===== src/rtl/regbank_wr_arbiter.sv =====
// Two-requester round-robin arbiter for the single register-bank write port.
// Grants are combinational; the winning write is registered into a one-hot enable and data bus.
module regbank_wr_arbiter #(
  parameter int DATA_W     = 16,
  parameter int NREG       = 16,
  parameter bit R0_PROTECT = 1'b0
) (
  input  logic              clk,
  input  logic              reset,
  input  logic              stall,
  input  logic              req_a,
  input  logic [3:0]        addr_a,
  input  logic [DATA_W-1:0] data_a,
  output logic              gnt_a,
  input  logic              req_b,
  input  logic [3:0]        addr_b,
  input  logic [DATA_W-1:0] data_b,
  output logic              gnt_b,
  output logic [DATA_W-1:0] wr_data,
  output logic [NREG-1:0]   regEnable,
  output logic [15:0]       wr_count
);

  typedef enum logic {SRC_A = 1'b0, SRC_B = 1'b1} src_e;

  src_e              last_gnt;
  logic              commit;
  logic              suppress;
  logic [3:0]        win_addr;
  logic [DATA_W-1:0] win_data;
  logic [NREG-1:0]   win_onehot;

  // NOTE: every output of this block gets a default first so no path leaves it unassigned (no latch).
  always_comb begin
    gnt_a = 1'b0;
    gnt_b = 1'b0;
    if (reset && !stall) begin
      // On conflict the requester that did not win last time goes first.
      if (req_a && (!req_b || last_gnt == SRC_B)) gnt_a = 1'b1;
      else if (req_b)                             gnt_b = 1'b1;
    end
  end

  assign commit     = gnt_a | gnt_b;
  assign win_addr   = gnt_a ? addr_a : addr_b;
  assign win_data   = gnt_a ? data_a : data_b;
  assign suppress   = R0_PROTECT && (win_addr == 4'd0);
  assign win_onehot = NREG'(1) << win_addr;

  // NOTE: sequential state uses non-blocking assignments so all registers update from pre-edge values.
  always_ff @(posedge clk or negedge reset) begin
    if (!reset) begin
      last_gnt  <= SRC_B;
      wr_data   <= '0;
      regEnable <= '0;
      wr_count  <= '0;
    end else if (commit) begin
      last_gnt <= gnt_a ? SRC_A : SRC_B;
      wr_data  <= win_data;
      if (suppress) begin
        regEnable <= '0;
      end else begin
        regEnable <= win_onehot;
        wr_count  <= wr_count + 16'd1;
      end
    end else begin
      regEnable <= '0;
    end
  end

endmodule


===== config.mk =====
export PLATFORM = sky130hd
export DESIGN_NAME = regbank_wr_arbiter
export DESIGN_NICKNAME = d
export VERILOG_FILES = /design/src/rtl/regbank_wr_arbiter.sv
export SDC_FILE = /design/constraint.sdc
export NUM_CORES = 1
export LEC_CHECK = 0
export ABC_AREA = 0
export CAP_MARGIN = 20
export CORE_MARGIN = 1
export CORE_UTILIZATION = 41
export CTS_CLUSTER_DIAMETER = 30
export DETAILED_ROUTE_END_ITERATION = 6
export GPL_TIMING_DRIVEN = 0
export PLACE_DENSITY_LB_ADDON = 0.15
export SLEW_MARGIN = 20
export SYNTH_ARGS = -nofsm -noshare
export SYNTH_HDL_FRONTEND = slang
export SYNTH_SLANG_ARGS = --single-unit

===== constraint.sdc =====
create_clock -name clk -period 2.25 [get_ports clk]
set_clock_uncertainty 0.2 [all_clocks]
set_input_delay 0.45 -clock clk [delete_from_list [all_inputs] [get_ports clk]]
set_output_delay 0.45 -clock clk [all_outputs]
set_load 0.05 [all_outputs]

==> results.md <==
- Wire length per cell: 13.8 µm
- Post-route minimum period: 2.22 ns
- Top Ports: 95
- Avg Inst Size Synth: 10.2 µm²
- CTS clk-pin slew, worst paths: 0.09 ns
- Reg2reg setup slack: 0.29 ns
- Peak supply drop: 0.000403 V
- Top FF cell, synth: dfrtp_1
- WL final: 5.33 mm
- Root Driver: clkbuf_8
- First-pass DRT Iterations: 4
- Final Hold Vio Count: 0
- Layout Nets: 363
- Max H-tree Level: 2
- Relative slew slack: 47.9%
- Layout cells sized above 1: 9.12%
- First-pass GRT wire length: 8.37 mm
- Seq/Total Area, Yosys: 58.0%
- Layout area overhead: 60.3%
- Syn nets: 254
- Leakage: 1.49 nW
- EDFF count, synth: 0
- Die Ht: 73.8 µm
- Initial DRC Count: 142
- Via density: 5.16
- Clock Sink Count: 49
- Core Area: 0.00485 mm²
- Initial core utilization: 43.6%
- Detail Route Antenna Nets: 0
- Final period utilization: 98.9%
- Crit path buffers/inverters: 1
- YS warnings: 0
- Total global-route track usage: 20.5%
- Yosys cell types: 29
- CP top delay family: buffers and inverters
- CTS Buf Count: 5
- Detailed-placement wirelength estimate: 3.75 mm
- Slew of the pin with the lowest slew margin: 0.780 ns
- Gp weighted congestion: 0.864
- Commonest non-fill, non-tap cell in the layout: clkdlybuf4s50_1
- Count of pins over their slew limit: 0
- Die ar.: 0.00545 mm²
- Status: complete, no violations
- DIE WIDTH: 73.8 µm
- Port buffer count: 94
- Crit start category: flip-flop
- Ys async rst share: 100%
- Setup TNS: 0 ns
- Worst skew pair latency: 0.30 ns
- Largest net degree at the start of global routing: 19
- Max Cap Violations: 0
- Hold WC Path Type: input port to asynchronous set/reset pin
- Critical-path cell list: clkdlybuf4s50_1
- Gr ovfl total: 0
- Fmax achieved: 0.450 GHz
- Antenna cells: 0
- Final setup vio count: 0
- Yosys reg bits: 49
- CTS tree: yes
- Crit path max fanout: 4
- Critical path endpoint category: output port
- # rows: 25
- Power Density: 765 mW/mm²
- Crit path DAT: 1.57 ns
- # DRC: 0
- Peak per-stage delay on the critical path: 0.84 ns
- Slowest CP cell: clkdlybuf4s50_1
- Mapped Area: 0.00212 mm²
- Finished Core Util: 69.9%
- Vias in the first global route: 1870
- Most frequent cells in the layout: clkdlybuf4s50_1, dfrtp_1, nand2_1
- Via count: 1985
- Required time worst endpoint: 1.60 ns
- Clock buffer depth: 2
- Critical path class: flip-flop to output port
- Cell count after synthesis: 208
- Antenna violations before repair: 0
-- cell type report --
cell class | count | area [µm²]
inverter | 2 | 7.51
multi-input combinational | 149 | 852
timing repair buffer | 103 | 1070
fill | 384 | 1460
sequential | 49 | 1230
clock buffer | 6 | 72.6
clock inverter | 2 | 15.0
tap | 67 | 83.8
buffer | 7 | 63.8
-- worst register-to-register path: cells and delay by family, from the launching register on --
family / cells / cell delay [ns]
flip-flops: 1 / 0.53
AO/OA/AOI/OAI: 1 / 0.20
AND/OR/NAND/NOR: 3 / 0.73
buffers and inverters: 1 / 0.21
-- path summary, 6_finish.rpt --
| check | start | endpoint | cells past startpoint |
|---|---|---|---|
| max in group asynchronous | reset | wr_count[14] | 3 |
| hold reg to reg | wr_count[15] | wr_count[15] | 1 |
| min in group clk | wr_count[15] | wr_count[15] | 1 |
| hold / removal | reset | last_gnt | 3 |
| setup reg to reg | last_gnt | regEnable[8] | 5 |
| setup / recovery | wr_count[8] | wr_count[8] | 1 |
-- Yosys cell counts (3+ instances only) --
master | n | area [µm²]
a31oi_1 | 16 | 100
clkbuf_1 | 4 | 15.0
dfrtp_1 | 48 | 1200
nand2_1 | 40 | 150
nand2b_1 | 5 | 31.3
nand3_1 | 9 | 45.0
nand3b_1 | 5 | 37.5
nand4_1 | 4 | 25.0
nor2_1 | 21 | 78.8
nor3_1 | 3 | 15.0
o22ai_1 | 15 | 93.8
or3_1 | 3 | 18.8
xnor2_1 | 10 | 87.6
xor2_1 | 5 | 43.8
-- routing by layer --
| layer | wire length [µm] | track usage (%) |
|---|---|---|
| met1 | 2280 | 26.5 |
| met2 | 2620 | 32.9 |
| met3 | 415 | 6.72 |
| met4 | 20 | 5.56 |
| met5 | 0 | 0 |
-- power by group --
group,switching [mW],internal (mW)
clock network,0.286,0.219
logic,0.608,0.364
registers,0.116,1.00
total,1.01,1.58
-- timing repair --
| item | 4_1_cts | 5_1_grt |
|---|---|---|
| gates cloned | 1 | 0 |
| hold buffers | 3 | 0 |
| endpoints found under the hold margin | 18 | 0 |
| buffers inserted | 4 | 0 |
| gates resized for setup | 29 | 6 |
| endpoints found under the setup margin | 29 | 6 |
| pin swaps | 2 | 1 |
-- flip-flops by register name, summed over array words and instances, names as in the netlist --
register	cells
last_gnt	1
wr_count	16
regEnable	16
wr_data	16
-- cells by family (layout without fill, tap and decap cells) --
group | Yosys count | count (layout) | synth area share, %
buffers and inverters | 10 | 120 | 2.60
and+or+nand+nor | 98 | 98 | 21.7
adders and majority gates | 1 | 1 | 0.591
AOI/OAI and AO/OA | 34 | 34 | 10.3
DFF | 49 | 49 | 58.0
xor gates and xnor gates | 15 | 15 | 6.21
muxes | 1 | 1 | 0.532
-- metrics by stage --
stage               hold slack (ns)  std cells  instance area (µm²)  worst slack, ns  power (mW)
detailed placement            0.213        370                 3170            -1.39        2.10
CTS                          0.0755        385                 3380           0.0141        2.62
finish                       0.0852        385                 3390           0.0255        2.59
global route                 0.0713        385                 3390          -0.0152        2.71
floorplan                   -0.0456        208                 2130          0.00805        1.70
global placement              0.264        369                 3150            -2.98        2.08
Power figures use the tool's default switching activity.
